[src/rtl/fetch_stage_pkg.sv]
// Shared constants and types for the instruction fetch stage.
package fetch_stage_pkg;

    // Opcode field values (instr[15:12])
    localparam logic [3:0]  HLT_OP    = 4'hF;
    localparam logic [3:0]  B_OP      = 4'hC;
    localparam logic [3:0]  BR_OP     = 4'hD;

    localparam logic [15:0] RESET_PC  = 16'h0000;
    localparam logic [15:0] NOP_INSTR = 16'h0000;

    // Fetch sequencing: running normally, or parked on a fetched HLT
    typedef enum logic {
        ST_RUN    = 1'b0,
        ST_HALTED = 1'b1
    } fetch_state_t;

endpackage

[src/rtl/fetch_stage_branch_target_calc.sv]
// Redirect target selection: PC-relative B target, register-indirect BR
// target, or fall-through PC+2 when neither flavour is flagged.
module branch_target_calc
    import fetch_stage_pkg::*;
(
    input  logic [15:0] id_pc_plus2,
    input  logic [8:0]  branch_imm9,
    input  logic [15:0] br_reg_data,
    input  logic [15:0] pc_plus2,
    input  logic        is_b_instr,
    input  logic        is_br_instr,
    output logic [15:0] target
);

    logic [15:0] imm_sext;
    logic [15:0] b_target;

    // imm9 is a signed halfword offset: copy the sign bit upward
    assign imm_sext[8:0] = branch_imm9;
    generate
        for (genvar gi = 9; gi < 16; gi++) begin : g_sext
            assign imm_sext[gi] = branch_imm9[8];
        end
    endgenerate

    // Offset is in instruction units, so shift left once before adding
    assign b_target = id_pc_plus2 + {imm_sext[14:0], 1'b0};

    // B wins if decode ever flags both; default keeps sequential flow
    always_comb begin
        target = pc_plus2;
        if (is_b_instr) begin
            target = b_target;
        end else if (is_br_instr) begin
            target = br_reg_data;
        end
    end

endmodule

[src/rtl/fetch_stage.sv]
// Instruction fetch stage: PC register, IF/ID pipeline register and a
// RUN/HALTED sequencer that parks on an HLT until a redirect or reset.
module fetch_stage
    import fetch_stage_pkg::*;
(
    input  logic        clk,
    input  logic        rst,
    input  logic        stall,
    input  logic        BranchTaken,
    input  logic        is_b_instr,
    input  logic        is_br_instr,
    input  logic [8:0]  branch_imm9,
    input  logic [15:0] id_pc_plus2,
    input  logic [15:0] br_reg_data,
    output logic [15:0] imem_addr,
    input  logic [15:0] imem_data,
    output logic [15:0] pc,
    output logic [15:0] if_id_instr,
    output logic [15:0] if_id_pc_plus2,
    output logic        if_id_valid,
    output logic        halted
);

    fetch_state_t state_reg;
    logic [15:0]  pc_reg;
    logic [15:0]  instr_reg;
    logic [15:0]  pc_plus2_reg;
    logic         valid_reg;
    logic         halted_reg;

    logic [15:0]  pc_plus2;
    logic [15:0]  target;
    logic         redirect;
    logic         fetch_is_hlt;

    assign imem_addr    = pc_reg;
    assign pc_plus2     = pc_reg + 16'd2;
    // A stalled decode cannot have a trustworthy branch resolution
    assign redirect     = BranchTaken & ~stall;
    assign fetch_is_hlt = (imem_data[15:12] == HLT_OP);

    branch_target_calc u_target (
        .id_pc_plus2 (id_pc_plus2),
        .branch_imm9 (branch_imm9),
        .br_reg_data (br_reg_data),
        .pc_plus2    (pc_plus2),
        .is_b_instr  (is_b_instr),
        .is_br_instr (is_br_instr),
        .target      (target)
    );

    // Sequencer, PC and IF/ID register; redirect > stall > fetch/bubble
    always_ff @(posedge clk or posedge rst) begin
        if (rst) begin
            state_reg    <= ST_RUN;
            pc_reg       <= RESET_PC;
            instr_reg    <= NOP_INSTR;
            pc_plus2_reg <= 16'h0000;
            valid_reg    <= 1'b0;
            halted_reg   <= 1'b0;
        end else if (redirect) begin
            // Also covers HALTED: an older branch resolved after the HLT
            // was fetched, so the HLT was on the wrong path
            state_reg  <= ST_RUN;
            halted_reg <= 1'b0;
            pc_reg     <= target;
            instr_reg  <= NOP_INSTR;
            valid_reg  <= 1'b0;
        end else if (!stall) begin
            case (state_reg)
                ST_RUN: begin
                    instr_reg    <= imem_data;
                    pc_plus2_reg <= pc_plus2;
                    valid_reg    <= 1'b1;
                    if (fetch_is_hlt) begin
                        // Keep pc on the HLT so a flush-free halt is visible
                        state_reg  <= ST_HALTED;
                        halted_reg <= 1'b1;
                    end else begin
                        pc_reg <= pc_plus2;
                    end
                end
                ST_HALTED: begin
                    instr_reg <= NOP_INSTR;
                    valid_reg <= 1'b0;
                end
                default: begin
                    state_reg  <= ST_RUN;
                    halted_reg <= 1'b0;
                end
            endcase
        end
    end

    assign pc             = pc_reg;
    assign if_id_instr    = instr_reg;
    assign if_id_pc_plus2 = pc_plus2_reg;
    assign if_id_valid    = valid_reg;
    assign halted         = halted_reg;

endmodule

[config.mk]
export PLATFORM = sky130hd
export DESIGN_NAME = fetch_stage
export DESIGN_NICKNAME = d
export VERILOG_FILES = /design/src/rtl/fetch_stage_pkg.sv /design/src/rtl/fetch_stage_branch_target_calc.sv /design/src/rtl/fetch_stage.sv
export SDC_FILE = /design/constraint.sdc
export NUM_CORES = 1
export LEC_CHECK = 0
export BUFFER_PORTS_ARGS = -buffer_cell sky130_fd_sc_hd__buf_2
export CAP_MARGIN = 10
export CORE_MARGIN = 5
export CORE_UTILIZATION = 45
export CTS_CLUSTER_DIAMETER = 150
export CTS_CLUSTER_SIZE = 14
export DETAILED_ROUTE_END_ITERATION = 6
export HOLD_SLACK_MARGIN = 0.06
export PLACE_DENSITY = 0.74
export SETUP_SLACK_MARGIN = 0.05
export SLEW_MARGIN = 10
export SYNTH_ARGS = -nofsm -noshare
export SYNTH_HDL_FRONTEND = slang
export SYNTH_SLANG_ARGS = --single-unit
[constraint.sdc]
create_clock -name clk -period 2.4 [get_ports clk]
set_clock_uncertainty 0.05 [all_clocks]
set_input_delay 0.48 -clock clk [delete_from_list [all_inputs] [get_ports clk]]
set_output_delay 0.48 -clock clk [all_outputs]
set_load 0.1 [all_outputs]
==> run summary <==
Leakage power -> 0.002097 uW
Worst Path Buf+Inv -> 0
Met3 usage -> 3.813%
GR Util met2 -> 33.81%
Endpoint class of the critical path -> register
Final core occ -> 57.96%
Post-synth EDFFs -> 0
Reg-to-reg startpoint -> imem_addr[1]
Final setup fails -> 0
Largest delay share family, worst path -> simple AND/OR/NAND/NOR gates
HPWL Detailed -> 7589 um
CTS tree -> done
GR Util met1 -> 24.84%
First-pass GRT wire length -> 15550 um
Number of clock sinks -> 51
Top Ports -> 129
Worst setup margin -> 0.3014 ns
Vias in the first global route -> 3246
Worst Reg2Reg Path Length in Cells -> 6
Largest net degree at the start of global routing -> 32
PortBufs -> 128
N_diodes -> 0
RR Endpoint -> imem_addr[13]
Levels on crit path -> 6
WP data arrival -> 2.26 ns
Share of post-route cells with drive strength above 1 -> 35.00%
Seq. cell area -> 1286 um^2
Synth Register Bits -> 51
Seq/Total Area, Yosys -> 37.60%
DR iter-0 viols -> 226
Max-Cap Viols -> 0
Critical Path End -> imem_addr[13]
Fill cells -> 701
GRT Overall Usage -> 19.62%
Die area -> 9380 um^2
Crit start category -> register
Pins Over Slew Limit -> 0
Root Driver -> clkbuf_8
PD cells -> 1195 nW/um^2
Final period utilization -> 87.44%
Core box area -> 7292 um^2
DRC viols -> 0
Syn_nets -> 460
Vias per cell -> 5.553
Area occupied by multi-input gates -> 1878 um^2
YS warnings -> 0
Clk slew on worst S/H paths -> 0.09 ns
Die width -> 96.85 um
Worst Path Required -> 2.56 ns
Busiest grt layer -> met2
Worst-margin pin slew -> 0.8739 ns
Relative slew slack -> 41.74%
Inserted Clock Buffers -> 5
Maximum fanout along the worst path -> 8
Slowest stage delay, CP -> 0.45 ns
Final Wtd Congestion -> 0.9318
Post-CTS Repair Setup Buffers -> 0
Post-DR wirelength/cell -> 16.14 um
Most frequent cells in the layout -> 128 x buf_2, 43 x dfrtp_1, 42 x nand2_1, 29 x nor2_1, 24 x o21ai_1
Critical path's slowest cell -> dfrtp_2
Syn Std Cell Area -> 3395 um^2
Total wire length -> 9667 um
R2r setup slk -> 0.30 ns
Number of nets with antenna violations after routing -> 0
Worst Hold Class -> input port to async pin
Initial antenna violation count -> 0
Post-CTS resize count -> 0
RSZ-0062 raised after global routing -> no
Outcome -> finished, final reports clean
Final Non-Filler Cells -> 599
F_max -> 476.5 MHz
CTS max path bufs -> 2
FFs w/ async S/R, synth -> 100.0%
DP Cell Count -> 591
Synth Flop Type -> dfrtp_1
CTS H-Tree Depth -> 2
Layout Area Growth over Synthesis -> 24.51%
Final hold vios -> 0
FP Rows -> 31
Cts hold-fix bufs -> 0
Power, Total -> 5052 uW
Final Critical Period -> 2.099 ns
CP startpoint -> imem_addr[1]
GRT overflow -> 0
Initial Util -> 46.55%
Unique masters post-synth -> 56
Commonest non-fill, non-tap cell in the layout -> buf_2
Worst skew pair latency -> 0.30 ns
Post-Syn Instances -> 381
Final net count -> 578
Syn Area/Cell -> 8.909 um^2
Dpl ws -> -0.004638 ns
Via count -> 3326
Critical-path cell list -> ha_1 -> nand4_2 -> nor4_4 -> xor2_1 -> mux2i_1 -> a221oi_1
Crit Path Class -> register to register
VDD IR max -> 0.0009677 V
Drt pass-1 iters -> 5
Die Height -> 96.85 um
[logic make-up (layout without fill, tap and decap cells)]
| kind of cell | after synthesis | in the layout | synth area share, % |
|---|---|---|---|
| buffers and inverters | 47 | 166 | 7.224 |
| multiplexers | 1 | 1 | 0.2949 |
| XOR/XNOR | 26 | 26 | 6.708 |
| AO/OA/AOI/OAI | 124 | 124 | 24.48 |
| adder cells (fa/ha/maj) | 16 | 16 | 6.119 |
| AND/OR/NAND/NOR | 116 | 116 | 17.58 |
| flip-flops | 51 | 51 | 37.60 |
[layout make-up]
type	count	share of cell area [%]
Clock buffer	5	1.628
Clock inverter	3	1.036
Multi-Input combinational cell	283	44.43
Tap cell	99	2.931
Inverter	14	1.243
Timing Repair Buffer	144	18.29
Sequential cell	51	30.43
[cell usage after synthesis, types with 3 or more instances]
library cell	n	area (um^2)
dfrtp_1	51	1276
nand2_1	42	157.7
nor2_1	29	108.9
o21ai_1	24	120.1
a21oi_1	23	115.1
buf_4	18	135.1
a22o_1	16	140.1
ha_1	15	187.7
xnor2_1	15	131.4
clkbuf_1	14	52.55
inv_1	14	52.55
o21ai_0	12	60.06
xor2_1	11	96.34
a221oi_1	8	70.07
nand3_1	8	40.04
nor3_1	7	35.03
o22ai_1	7	43.79
a21o_1	6	45.04
nand4_1	5	31.28
and3_1	4	25.02
nand2b_1	4	25.02
o21bai_1	3	22.52
o31ai_1	3	22.52
[how the worst min path moves through the flow]
| stage | endpoint | slack, ns | cells past startpoint |
|---|---|---|---|
| detailed placement | if_id_pc_plus2[13] | 0.41 | 2 |
| CTS | if_id_pc_plus2[3] | 0.15 | 2 |
| global placement | if_id_pc_plus2[13] | 0.40 | 2 |
| finish | if_id_pc_plus2[3] | 0.14 | 2 |
| global route | if_id_pc_plus2[3] | 0.18 | 2 |
| floorplan | if_id_pc_plus2[0] | 0.45 | 2 |
[per-layer routing]
| metal | wire, um | vias to the layer above |
|---|---|---|
| met2 | 4647 | 137 |
| met4 | 216 | 0 |
| li1 | - | 1605 |
| met3 | 624 | 24 |
| met5 | 0 | - |
| met1 | 4178 | 1560 |
[per-stage QoR]
step           instance area [um^2]   TNS [ns]  hold slack (ns)
5_1_grt                        4227          0           0.1793
2_1_floorplan                  3405          0           0.4510
3_5_place_dp                   4114  -0.004638           0.4056
6_report                       4227          0           0.1361
4_1_cts                        4227          0           0.1537
3_3_place_gp                   4114          0           0.3975
[power by group]
group / switching [uW] / total [uW] / internal [uW]
combinational: 2590 / 3140 / 548
sequential: 245 / 1300 / 1060
clock: 296 / 607 / 311
total: 3140 / 5050 / 1920
(Power assumes the default switching activity.)
